**src/rtl/if_id_queue.sv**
```systemverilog
// IF/ID decoupling queue: a DEPTH-entry FIFO of {pc, inst, exp_flag,
// inst_addr_misal} between fetch and decode. Fetch can run ahead while
// decode stalls. A redirect (flush, taken branch/jump, mret) empties the
// queue in one cycle.
//
// Handshake, both sides: a transfer happens on a rising clock edge when the
// producer's valid and the consumer's allowin are both high in that cycle.
// allowin may depend on valid from the other side of the queue, but never on
// the same side's valid. Valid and payload hold steady until the transfer.
`ifndef CPU_RST_ADDR
`define CPU_RST_ADDR 32'h8000_0000
`endif

module if_id_queue #(
  parameter int               XLEN   = 32,
  parameter int               DEPTH  = 4,
  parameter logic [XLEN-1:0]  RST_PC = `CPU_RST_ADDR
) (
  input  logic                       clk,
  input  logic                       rst_n,
  input  logic                       pipe_stall,
  input  logic                       pipe_flush,
  input  logic                       ex_bj_flag,
  input  logic                       ex_is_mret_inst,
  input  logic                       if_valid,
  output logic                       if_allowin,
  input  logic [XLEN-1:0]            if_pc,
  input  logic [XLEN-1:0]            if_inst,
  input  logic                       if_exp_flag,
  input  logic                       if_inst_addr_misal,
  output logic                       id_valid,
  input  logic                       id_allowin,
  output logic [XLEN-1:0]            id_pc,
  output logic [XLEN-1:0]            id_inst,
  output logic                       id_exp_flag,
  output logic                       id_inst_addr_misal,
  output logic [$clog2(DEPTH):0]     q_count,
  output logic                       q_full
);

  localparam int AW = $clog2(DEPTH);
  localparam int CW = AW + 1;

  logic [XLEN-1:0] pc_q    [DEPTH];
  logic [XLEN-1:0] pc_d    [DEPTH];
  logic [XLEN-1:0] inst_q  [DEPTH];
  logic [XLEN-1:0] inst_d  [DEPTH];
  logic            exp_q   [DEPTH];
  logic            exp_d   [DEPTH];
  logic            misal_q [DEPTH];
  logic            misal_d [DEPTH];

  logic [AW-1:0]   rptr_q, rptr_d;
  logic [AW-1:0]   wptr_q, wptr_d;
  logic [CW-1:0]   count_q, count_d;

  logic            flush;
  logic            push;
  logic            pop;

  // Handshake qualification; flush overrides both sides in its cycle.
  always_comb begin
    flush      = pipe_flush | ex_bj_flag | ex_is_mret_inst;
    q_full     = (count_q == CW'(DEPTH));
    id_valid   = (count_q != '0) & ~flush;
    pop        = id_valid & id_allowin;
    if_allowin = ~flush & ~pipe_stall & (~q_full | pop);
    push       = if_valid & if_allowin;
  end

  // Head entry drives decode directly; no bypass from the push side.
  always_comb begin
    id_pc              = pc_q[rptr_q];
    id_inst            = inst_q[rptr_q];
    id_exp_flag        = exp_q[rptr_q];
    id_inst_addr_misal = misal_q[rptr_q];
    q_count            = count_q;
  end

  // Next-state for pointers, occupancy and the written slot. Pointers wrap
  // naturally because DEPTH is a power of two.
  always_comb begin
    pc_d    = pc_q;
    inst_d  = inst_q;
    exp_d   = exp_q;
    misal_d = misal_q;
    rptr_d  = rptr_q;
    wptr_d  = wptr_q;
    count_d = count_q;
    if (flush) begin
      // Slot contents are left as they are; only bookkeeping is cleared.
      rptr_d  = '0;
      wptr_d  = '0;
      count_d = '0;
    end else begin
      if (push) begin
        pc_d[wptr_q]    = if_pc;
        inst_d[wptr_q]  = if_inst;
        exp_d[wptr_q]   = if_exp_flag;
        misal_d[wptr_q] = if_inst_addr_misal;
        wptr_d          = wptr_q + 1'b1;
      end
      if (pop) begin
        rptr_d = rptr_q + 1'b1;
      end
      if (push && !pop) begin
        count_d = count_q + 1'b1;
      end else if (pop && !push) begin
        count_d = count_q - 1'b1;
      end
    end
  end

  // State registers with asynchronous reset of every slot.
  always_ff @(posedge clk or negedge rst_n) begin
    if (!rst_n) begin
      for (int i = 0; i < DEPTH; i++) begin
        pc_q[i]    <= RST_PC;
        inst_q[i]  <= '0;
        exp_q[i]   <= 1'b0;
        misal_q[i] <= 1'b0;
      end
      rptr_q  <= '0;
      wptr_q  <= '0;
      count_q <= '0;
    end else begin
      pc_q    <= pc_d;
      inst_q  <= inst_d;
      exp_q   <= exp_d;
      misal_q <= misal_d;
      rptr_q  <= rptr_d;
      wptr_q  <= wptr_d;
      count_q <= count_d;
    end
  end

endmodule

```
**config.mk**
```make
export PLATFORM = sky130hd
export DESIGN_NAME = if_id_queue
export DESIGN_NICKNAME = d
export VERILOG_FILES = /design/src/rtl/if_id_queue.sv
export SDC_FILE = /design/constraint.sdc
export NUM_CORES = 1
export LEC_CHECK = 0
export ABC_AREA = 1
export ABC_CLOCK_PERIOD_IN_PS = 2000
export BUFFER_PORTS_ARGS = -buffer_cell sky130_fd_sc_hd__buf_2
export CORE_MARGIN = 10
export CORE_UTILIZATION = 50
export CTS_CLUSTER_SIZE = 24
export DETAILED_ROUTE_END_ITERATION = 10
export GPL_ROUTABILITY_DRIVEN = 0
export PLACE_DENSITY = 0.79
export SYNTH_ARGS = -nofsm -noshare
export SYNTH_HDL_FRONTEND = slang
export SYNTH_SLANG_ARGS = --single-unit
```
**constraint.sdc**
```tcl
create_clock -name clk -period 2 [get_ports clk]
set_input_delay 0.3 -clock clk [delete_from_list [all_inputs] [get_ports clk]]
set_output_delay 0.3 -clock clk [all_outputs]
set_load 0.1 [all_outputs]
```
# Yosys cells after proc, flatten, opt, wreduce, memory -nomap -nowiden
# Cells that the tools add are included.
[totals]
register_bits = 271
inputBits = 74
elab_cells = 77
[classes]
n_addsub = 4
order_cmp = 3
eq_ne = 1
n_mux = 27
bitwise_logic = 13
reduce_logical = 10
[op_table]
columns = ["cell", "count"]
rows = [
  ["bitwise mux 128 bit", 2],
  ["two-way mux 32 bit", 5],
  ["binary-select mux 32 bit (select 2 bit)", 2],
  ["demux 32 bit (select 2 bit)", 1],
  ["two-way mux 3 bit", 3],
  ["bitwise mux 4 bit", 2],
  ["two-way mux 2 bit", 4],
  ["greater-or-equal comparator 3 bit, second input constant", 2],
  ["NOT 2 -> 3 bit", 2],
  ["nonzero test 3 bit", 2],
  ["AND 1 bit", 5],
  ["two-way mux 1 bit", 5],
  ["adder 2 x 1 -> 2 bit, second input constant", 2],
  ["binary-select mux 1 bit (select 2 bit)", 2],
  ["nonzero test 2 bit", 2],
  ["adder 3 x 1 -> 3 bit, second input constant", 1],
  ["== test 3 bit, second input constant", 1],
  ["logical AND 1 bit", 3],
  ["< comparator 3 x 1 -> 1 bit, second input constant", 1],
  ["NOT 1 bit", 3],
  ["bitwise OR 1 bit", 3],
  ["subtractor 3 x 1 -> 3 bit, second input constant", 1],
  ["demux 1 bit (select 2 bit)", 1],
  ["zero test 1 bit", 2],
  ["AND reduction 2 bit", 1],
]

# Logic depth before layout (Yosys ltp)
# Gate-level depths: netlist (run 1).
[logic_depth]
word_depth = 13
depth_mapped = 13

# Worst setup path before layout (run 1)
# No wires, ideal clock.
[synth_timing]
kind = "reg-to-reg"
startpoint = "register count_q[2], in the netlist q_count[2]"
endpoint = "register wptr_q[1]"
setup_time_ns = 0.136
arrival_ns = 4.422
required_time_ns = 1.864
setup_slack_ns = -2.558
path_stages_with_launch = 6
path_cell_list = "dfrtp_1 > inv_1 > nor3_2 > a21boi_0 > nand3_1 > o21ai_0"
[synth_via]
word_cells_on_any_way = 9
classes_between = "eq/ne: 1; bitwise: 6; reduce/logical: 2"
[synth_lines]
columns = ["item", "line", "rtl"]
rows = [
  ["start, declared", "55", "logic [CW-1:0] count_q, count_d;"],
  ["start signal, assigned", "133", "count_q <= count_d;"],
  ["== test 3 bit", "64", "q_full = (count_q == CW'(DEPTH));"],
  ["net q_full", "38", "output logic q_full"],
  ["NOT 1 bit", "67", "if_allowin = ~flush & ~pipe_stall & (~q_full | pop);"],
  ["bitwise OR 1 bit", "67", ""],
  ["AND 1 bit", "67", ""],
  ["net if_allowin", "26", "output logic if_allowin,"],
  ["AND 1 bit", "68", "push = if_valid & if_allowin;"],
  ["nonzero test 2 bit (no source line)", "-", ""],
  ["end signal, assigned", "132", "wptr_q <= wptr_d;"],
  ["end, declared", "54", "logic [AW-1:0] wptr_q, wptr_d;"],
]
# The timed path passes the listed nets, and every way through them passes these cells.
# A chain may end at the register's enable or synchronous reset.

# Final worst setup path (run 1)
[layout_timing]
startpoint = "register rptr_q[0]"
endpoint = "output port id_inst[6]"
[layout_via]
elab_chain_len = 4
[layout_rtl]
columns = ["item", "line", "rtl"]
rows = [
  ["start, declared", "53", "logic [AW-1:0] rptr_q, rptr_d;"],
  ["start signal, assigned", "131", "rptr_q <= rptr_d;"],
  ["NOT 2 -> 3 bit (implied by the code)", "74", "id_inst = inst_q[rptr_q];"],
  ["binary-select mux 32 bit (select 2 bit)", "74", ""],
  ["two-way mux 32 bit (implied by the code) (2 in series)", "74", ""],
  ["end, declared", "34", "output logic [XLEN-1:0] id_inst,"],
]
# No other way between the ends. The select of a mux whose other input is x is not followed.

==> metrics.txt, run 1 <==
outcome finished, violations left; failing checks negative setup slack; CP Max Fanout 31; DIE WIDTH 180 µm; Critical R2R Launch q_count[2]; Setup WS post-layout -0.339 ns; Leakage around 8.6 nW; CTS H-tree lvls 1; Final nets between 1500 and 2000; Clock Root Buffer clkbuf_16; Clock Pin Slew Worst Setup and Hold Paths approximately 0.06 ns; RSZ-0062 raised after global routing true; Max Clock Skew roughly 0.024 ns; layout cell share with drive strength beyond 1 about a fifth; vias per cell roughly 5.8; #FFs+latches synth 271; critical path class flip-flop to output pin; crit path DAT around 2.0 ns; Fmax achieved 0.428 GHz; IO Count 146; Routed WL a little under 40000 µm; GRT Max-Usage Layer met2; worst rel slew slack between 60% and 70%; Final Critical Period 2.34 ns; CTS tree yes; row cnt 58; Cells after Synth 1586; DIE AREA 32300 µm²; All-Layer GR Usage 23.4%; CTS buffer count 29; met1 usage 29.2%; M2 GR Usage 40.8%; Crit path required time 1.70 ns; worst reg2reg path depth 12; Synth Cell Area 12800 µm²; hold depth 3; Least-Margin Pin Slew 0.509 ns; starting density of the core between 50 and 60%; largest net degree at the start of global routing just over 90; CTS Buffer Depth 3; # clock sinks ~270; port bufs approximately 150; Final Cycle Share 117%; Hold Violations, Final 0; Area growth, synth to finish 34.8%; clk_lat worst skew 0.55 ns; worst hold path type input port to flip-flop; TritonRoute pass-1 iters 5; first-pass GRT wire length 63900 µm; syn avg cell area 8.04 µm²; Min Hold Slack 0.0105 ns; via count 12000; final setup violation count 66; CP endpoint kind output pin; syn nets about 1700; gr ovfl total 0; initial antenna violation count 4; area post-placement between 15000 and 20000 µm²; dpl ws roughly 0.064 ns; Core Region 25100 µm²; Post-DRT Antenna Nets 0; Critical Path Source Type flip-flop; Max Cap Viol 0; flop2flop setup slack 0.08 ns; hold_sp if_pc[29]; reg2reg end q_count[2]; Ys Warns 0; WL/cell 19.1 µm; PD cells 1000 nW/µm²; Peak VDD IR around 0.0010 V; 1st-iter DRT viols approximately 1400; drt drc 0; Final Cell Area approximately 17000 µm²; max-slew violation count 0; met3 global-route usage ~4.3%; hold path endpoint pc_q[61]; vias in the first global route between 10000 and 15000; post-synthesis sequential area ratio between 50% and 60%; Die Y 180 µm; Pwr Total 17.2 mW; Post-DP HPWL 23200 µm; Synth cell types 27
where the power goes:
part           leakage (nW)  internal [mW]  switching (mW)  total, mW
registers              3.65           5.95           0.235       6.19
logic                  4.53           2.08            3.86       5.93
clock network         0.443           2.91            2.18       5.09
sequential cells by signal, summed over array words and instances (netlist names):
signal / flops
inst_q: 128
q_count: 3
wptr_q: 2
exp_q: 4
misal_q: 4
pc_q: 128
rptr_q: 2
worst max-delay path by stage:
stage	start	to	slack (ns)	depth (start not counted)
6_report	rptr_q[0]	id_inst[6]	-0.34	5
5_1_grt	rptr_q[0]	id_pc[5]	-0.39	5
4_1_cts	rptr_q[0]	id_inst[14]	-0.34	4
3_5_place_dp	q_count[2]	q_count[2]	0.06	12
3_3_place_gp	q_count[2]	q_count[2]	0.14	12
2_1_floorplan	q_count[2]	q_count[2]	-0.76	12
through the flow:
stage	cells	TNS [ns]	util [%]
2_1_floorplan	1586	-120.69	-
3_3_place_gp	1982	0	63.0
5_1_grt	2072	-22.61	68.4
3_5_place_dp	1982	0	63.0
4_1_cts	2066	-19.89	68.0
6_report	2072	-19.08	68.4
layer usage:
metal  part of all wire, %  vias to the layer above
li1                      -                     5500
met1                    39                     5858
met2                    51                      547
met3                   7.7                       73
met4                   2.2                        2
met5                 0.033                        -
cells in the mapped netlist, drive strengths merged:
library cell,number,share of area (%)
o22ai,66,3.2
nand3,7,0.47
nor3,1,0.079
nand2,544,16
nor2,142,4.5
buf,40,2.7
ha,4,0.39
inv,17,0.50
a21boi,1,0.059
dfrtp,267,52
fa,1,0.16
a21oi,1,0.039
a31oi,1,0.049
dfstp,4,0.82
xor2,1,0.069
o21ai,399,16
nand4,1,0.049
xnor2,1,0.069
clkbuf,88,2.7
final cells by class:
type                    count  area [µm²]
well taps                 330         413
clock inverters             7        42.5
diodes                      3        7.51
fillers                  1885        7930
clock buffers              47         853
repair buffers            227        2830
multi-input cells        1170        6160
inverters                  17        73.8
flip-flops and latches    271        6800
worst max-delay path: stages, from the launching register on:
cell and delay [ns]:
dfrtp_4 0.57, buf_12 0.16, clkbuf_16 0.21, nor2_1 0.24
o22ai_4 0.13, buf_12 0.19
placed cells by master (no fill, tap or decap), drive strengths merged:
master,Yosys,layout
xor2,1,1
nor2,142,142
xnor2,1,1
fa,1,1
a31oi,1,1
nor3,1,1
diode,0,3
clkinv,0,6
a21boi,1,1
clkbuf,88,49
o21ai,399,399
nand4,1,1
dfstp,4,4
nand3,7,7
a21oi,1,1
ha,4,4
dlygate4sd3,0,29
inv,17,18
buf,40,196
dfrtp,267,267
nand2,544,544
o22ai,66,66
repair_timing:
| action | 4_1_cts | 5_1_grt |
|---|---|---|
| buffers inserted | 0 | 1 |
| endpoints found under the setup margin | 68 | 89 |
| pin swaps | 2 | 8 |
| resized for setup | 30 | 75 |
| hold endpoints to repair | 110 | 0 |
| hold buffers | 29 | 0 |
| gates cloned | 1 | 2 |
kinds of logic after synthesis:
| group | after synthesis | synth area share (%) |
|---|---|---|
| simple gates | 695 | 21.1 |
| compound gates | 468 | 19.0 |
| flops | 271 | 53.2 |
| buf+inv | 145 | 5.94 |
| fa+ha+maj | 5 | 0.550 |
| xor+xnor | 2 | 0.137 |
No activity file was read; power rests on OpenSTA's default activity.
==> inputs of run 2 (changes only) <==
--- a/config.mk
+++ b/config.mk
@@ -14,6 +14,7 @@
 export DETAILED_ROUTE_END_ITERATION = 10
 export GPL_ROUTABILITY_DRIVEN = 0
 export PLACE_DENSITY = 0.79
+export RECOVER_POWER = 100
 export SYNTH_ARGS = -nofsm -noshare
 export SYNTH_HDL_FRONTEND = slang
 export SYNTH_SLANG_ARGS = --single-unit
==> run 2 against run 1 <==
  * The flow still finishes with violations (negative setup slack)
  * Via count grew 0.17%
  * Final area is 0.12% lower
  * Register-to-register slack barely moved
  * Hold slack lost 0.0011 ns
  * Global-route usage unchanged
  * Utilization shrank 0.080 points
  * Setup slack gained 0.0037 ns
  * First-iteration DRC count down 3.0%
  * Sequential share of layout area hardly changed
  * Clock power about the same
  * Largest cell class unchanged
==> metrics.txt, run 2 (synthesized netlist as in run 1, its figures left out) <==
Leakage 8.62 nW (about the same); Final Cycle Share 117% (-0.18 points); commonest non-fill, non-tap cell in the layout nand2_1; WL/cell 19.2 µm (+0.35%); outcome finished, violations left; Max Cap Viol 0 (unchanged); port bufs 145 (unchanged); crit path DAT 2.04 ns (about the same); DIE AREA 32300 µm² (unchanged); CP peak stage delay 0.57 ns (about the same); Clock Pin Slew Worst Setup and Hold Paths 0.06 ns (about the same); first-pass GRT wire length 63900 µm (unchanged); max-slew violation count 0 (unchanged); CP max stage cell dfrtp_4; crit path cell chain inv_8 -> buf_16 -> o21ai_0 -> o22ai_4 -> buf_12; CTS H-tree lvls 1 (unchanged); fillers 1888 (+0.16%); vias in the first global route 12100 (unchanged); area post-placement 15800 µm² (unchanged); RSZ-0062 raised after global routing true; Min Hold Slack 0.00938 ns (-0.00114 ns); CTS Buffer Depth 3 (unchanged); Crit path required time 1.70 ns (about the same); placed cell count 1982 (unchanged); # clock sinks 271 (unchanged); CP endpoint kind output pin; final cell count without fillers 2072 (unchanged); CTS buffer count 29 (unchanged); Least-Margin Pin Slew 1.48 ns (+0.966 ns); Post-DRT Antenna Nets 0 (unchanged); Setup TNS Final -19.12 ns (-0.0372 ns); Final nets 1795 (unchanged); Peak VDD IR 0.00105 V (about the same); drt drc 0 (unchanged); 1st-iter DRT viols 1382 (-3.0%); PD cells 1000 nW/µm² (+0.15%); Setup WS post-layout -0.335 ns (+0.00369 ns); CTS tree yes; IO Count 146 (unchanged); clk_lat worst skew 0.55 ns (about the same); Final Critical Period 2.34 ns (-0.00369 ns); Core Region 25100 µm² (unchanged); Clock Root Buffer clkbuf_16; Critical Path Source Type flip-flop; All-Layer GR Usage 23.4% (unchanged); dpl ws 0.0635 ns (unchanged); Reg area 6800 µm² (unchanged); gr ovfl total 0 (unchanged); initial antenna violation count 4 (unchanged); layout cell share with drive strength beyond 1 19.7% (unchanged); Post-DP HPWL 23200 µm (unchanged); vias per cell 5.79 (+0.17%); Regs by FF count inst_q: 128 flops, pc_q: 128 flops; via count 12000 (+0.17%); most frequent cells in the layout 542 x nand2_1, 262 x dfrtp_1, 223 x o21ai_0, 176 x o21ai_1, 135 x nor2_1; failing checks negative setup slack; DIE WIDTH 180 µm (unchanged); Final Util 68.4% (-0.080 points); worst hold path type input port to flip-flop; Multi-input gate area 6160 µm² (unchanged); Final Cell Area 17200 µm² (-0.12%); CP Max Fanout 37 (+19%); starting density of the core 50.8% (unchanged); Routed WL 39700 µm (+0.35%); Die Y 180 µm (unchanged); Area growth, synth to finish 34.6%; largest net degree at the start of global routing 93 (unchanged); Fmax achieved 0.428 GHz (+0.16%); Max Clock Skew 0.0230 ns (-0.00106 ns); Pwr Total 17.2 mW (about the same); TritonRoute pass-1 iters 5 (unchanged); row cnt 58 (unchanged); final setup violation count 66 (unchanged); critical path class flip-flop to output pin; Hold Violations, Final 0 (unchanged); worst rel slew slack 1.66% (-64 points)
==> run 2: changes by cell type in the layout (fill, tap and decap cells not counted), sizes merged <==
cell and change:
buf -6, clkbuf +6
==> run 2: what timing repair did <==
action,in CTS,in global routing
endpoints found under the hold margin,110,0
hold buffers,29,0
pin swaps,2,8
resized for setup,30,75
gates cloned,1,2
buffers inserted,0,1
endpoints found under the setup margin,68,89
==> run 2: final timing paths <==
check | cells after the start | slack, ns | start | endpoint
min reg2reg | 2 | 0.48 | inst_q[85] | inst_q[85]
min | 3 | 0.009 | if_inst[22] | inst_q[86]
max in group asynchronous | 3 | 0.20 | rst_n | rptr_q[0]
max reg2reg | 12 | 0.09 | q_count[2] | q_count[2]
max | 5 | -0.34 | rptr_q[0] | id_inst[2]
min in group asynchronous | 2 | 0.66 | rst_n | inst_q[100]
==> run 2: routing by layer <==
metal	GRT usage (%)	share of wire (%)	vias to the layer above
li1	-	-	5498
met3	4.26	7.5	74
met2	40.8	51	523
met4	6.12	2.1	2
met5	0	0.033	-
met1	29.2	40	5903
==> run 2: critical path, delay by kind of cell, from the launching register on <==
| family | cells | cell delay (ns) |
|---|---|---|
| compound gates | 2 | 0.33 |
| buf+inv | 3 | 0.57 |
| flops | 1 | 0.57 |
==> run 2: power breakdown <==
part / internal (mW) / leakage (nW) / switching [mW]
registers: 5.95 / 3.65 / 0.235
logic: 2.07 / 4.52 / 3.86
clock network: 2.91 / 0.443 / 2.19
total: 10.9 / 8.62 / 6.28
==> run 2: layout make-up <==
cell class                 instances  area share (%)
multi-input combinational       1170            35.9
antenna                            3          0.0437
sequential                       271            39.6
clock buffer                      47            4.97
clock inverter                     7           0.248
inverter                          17           0.430
tap                              330            2.41
timing repair buffer             227            16.4
==> inputs of run 3 (changes only) <==
--- a/config.mk
+++ b/config.mk
@@ -5,7 +5,7 @@
 export SDC_FILE = /design/constraint.sdc
 export NUM_CORES = 1
 export LEC_CHECK = 0
-export ABC_AREA = 1
+export ABC_AREA = 0
 export ABC_CLOCK_PERIOD_IN_PS = 2000
 export BUFFER_PORTS_ARGS = -buffer_cell sky130_fd_sc_hd__buf_2
 export CORE_MARGIN = 10
@@ -15,6 +15,7 @@
 export GPL_ROUTABILITY_DRIVEN = 0
 export PLACE_DENSITY = 0.79
 export RECOVER_POWER = 100
+export SKIP_CTS_REPAIR_TIMING = 1
 export SYNTH_ARGS = -nofsm -noshare
 export SYNTH_HDL_FRONTEND = slang
 export SYNTH_SLANG_ARGS = --single-unit
==> run 3 against run 2 <==
  * Clock-buffer cell count shrank 1
  * Clock power increased by 6.7%
  * Largest power group unchanged
  * The run still ends with negative setup slack left
  * Critical path depth decreased by 1
  * Setup slack worse by 0.091 ns
  * Final area shrank 9.1%
==> metrics.txt, run 3 <==
#FFs+latches synth 271 (unchanged); RSZ-0062 raised after global routing true; Clock Root Buffer clkbuf_16; WL/cell 22.5 µm (+18%); Setup WS post-layout -0.426 ns (-0.0907 ns); Synth Cell Area 12500 µm² (-1.6%); CTS Buffer Depth 3 (unchanged); Final Cell Area 15600 µm² (-9.1%); final cell count without fillers 1227 (-41%); first-pass GRT wire length 43400 µm (-32%); Final Cycle Share 121% (+4.5 points); fillers 1726 (-8.6%); CP max stage cell mux4_2; Post-DRT Antenna Nets 0 (unchanged); Post-synth EDFFs 0 (unchanged); max-slew violation count 0 (unchanged); Least-Margin Pin Slew 1.34 ns (-0.137 ns); Leakage 7.85 nW (-8.9%); post-synth top area share 53.3% (+0.85 points); CP Max Fanout 6 (-84%); Area growth, synth to finish 24.3%; Routed WL 27600 µm (-30%); post-synthesis sequential area ratio 54.1% (+0.87 points); DIE AREA 31800 µm² (-1.4%); vias per cell 5.54 (-4.3%); Die Y 178 µm (-0.72%); via count 6799 (-43%); placed cell count 1159 (-42%); TritonRoute pass-1 iters 4 (-1); area post-placement 14000 µm² (-11%); dpl ws -0.0133 ns (-0.0768 ns); CTS tree yes; Clock Pin Slew Worst Setup and Hold Paths 0.06 ns (about the same); Ys Warns 0 (unchanged); Reg area 6800 µm² (about the same); Regs by FF count inst_q: 128 flops, pc_q: 128 flops; # clock sinks 271 (unchanged); Fmax achieved 0.412 GHz (-3.7%); most frequent cells in the layout 263 x dfrtp_1, 160 x mux2_4, 104 x mux2_2, 72 x buf_2, 66 x mux4_2; vias in the first global route 7690 (-36%); Async S/R FF share, synth 100% (unchanged); Cells after Synth 698 (-56%); outcome finished, violations left; top_reg_cell synth dfrtp_1; crit path DAT 2.13 ns (+0.09 ns); syn nets 777 (-53%); gr ovfl total 0 (unchanged); worst rel slew slack 10.8% (+9.2 points); Synth cell types 32 (+19%); row cnt 57 (-1.7%); largest net degree at the start of global routing 57 (-39%); clk_lat worst skew 0.55 ns (about the same); IO Count 146 (unchanged); Max Cap Viol 0 (unchanged); starting density of the core 51.1% (+0.36 points); DIE WIDTH 178 µm (-0.72%); Final nets 958 (-47%); layout cell share with drive strength beyond 1 65.6% (+46 points); worst hold path type input port to flip-flop; Multi-input gate area 5480 µm² (-11%); PD cells 1030 nW/µm² (+3.2%); top cells by count, synth 267 x dfrtp_1, 160 x mux2_4, 104 x mux2_2, 66 x mux4_2, 20 x buf_6; final setup violation count 316 (+380%); Final Critical Period 2.43 ns (+0.0907 ns); Hold Violations, Final 0 (unchanged); Critical Path Source Type flip-flop; All-Layer GR Usage 16.8% (-6.5 points); Synth area leaders dfrtp_1 53%, mux2_4 19%, mux4_2 12%; Peak VDD IR 0.000945 V (-9.8%); syn avg cell area 18.0 µm² (+120%); Max Clock Skew 0.0102 ns (-0.0128 ns); port bufs 145 (unchanged); CP peak stage delay 0.54 ns (-0.03 ns); commonest non-fill, non-tap cell in the layout dfrtp_1; Core Region 24500 µm² (-2.3%); failing checks negative setup slack; largest area contributor in the netlist dfrtp_1; CP endpoint kind output pin; initial antenna violation count 0 (-4); crit path cell chain buf_12 -> clkbuf_16 -> mux4_2 -> buf_6; 1st-iter DRT viols 397 (-71%); Post-DP HPWL 17100 µm (-26%); Crit path required time 1.70 ns (about the same); CTS buffer count 30 (+3.4%); drt drc 0 (unchanged); CTS H-tree lvls 1 (unchanged); count leader, synth dfrtp_1; critical path class flip-flop to output pin
-- run 3: cell types whose count changed after synthesis, moves of 11 or more --
cell	delta
mux2_4	+160
mux4_2	+66
inv_1	-11
clkbuf_2	-16
nor2_1	-131
o21ai_0	-346
o21ai_1	-50
o22ai_1	-66
mux2_2	+104
clkbuf_1	-69
nand2_1	-542
-- run 3: per-stage QoR --
stage               total power, mW  setup TNS [ns]  hold WS (ns)  utilization, %
floorplan                      9.49          -20.11       0.00441               -
global placement               10.2               0         0.251            57.1
detailed placement             10.3          -0.148         0.255            57.1
CTS                            15.8          -30.95        -0.330            61.1
global route                   16.7          -61.31       0.00917            63.6
finish                         16.1          -35.43        0.0285            63.6
-- run 3: metal layers --
metal | wire (µm) | GRT usage, % | part of all wire (%) | vias to the layer above
li1 | - | - | - | 2991
met2 | 13000 | 26.2 | 47 | 162
met5 | 0 | 0 | 0 | -
met3 | 1440 | 3.57 | 5.2 | 37
met1 | 12700 | 24.1 | 46 | 3609
met4 | 476 | 3.20 | 1.7 | 0
-- run 3: final timing paths --
| path | endpoint | slack, ns | cells past startpoint | from |
|---|---|---|---|---|
| worst max register to register | q_count[2] | -0.13 | 7 | q_count[2] |
| worst max-delay path | id_inst[12] | -0.43 | 4 | rptr_q[0] |
| worst min register to register | inst_q[36] | 0.50 | 1 | inst_q[36] |
| min in group asynchronous | pc_q[98] | 0.60 | 2 | rst_n |
| worst min-delay path | inst_q[109] | 0.03 | 2 | if_inst[13] |
| max in group asynchronous | rptr_q[0] | 0.17 | 3 | rst_n |
-- run 3: final cells by class --
class | instances | share of cell area (%)
Antenna cell | 2 | 0.0321
Multi-Input combinational cell | 379 | 35.1
Timing Repair Buffer | 193 | 12.3
Inverter | 4 | 0.0962
Clock buffer | 46 | 5.65
Sequential cell | 271 | 43.6
Clock inverter | 8 | 0.618
Tap cell | 324 | 2.60
-- run 3: where the power goes --
group	internal (mW)	switching [mW]
combinational	1.47	3.18
sequential	5.86	0.208
clock	3.27	2.15
-- run 3: kinds of logic after synthesis --
family,after synthesis,share of synthesized area (%)
flip-flops,271,54.1
AO/OA/AOI/OAI,9,0.429
buffers and inverters,48,2.77
adder cells (fa/ha/maj),5,0.558
AND/OR/NAND/NOR,32,1.62
multiplexers,330,40.3
XOR/XNOR,3,0.209
-- run 3: worst max-delay path: cells and delay by family, from the launching register on --
family                 cells  cell delay, ns
buffers and inverters      3            0.54
DFF                        1            0.50
muxes                      1            0.54
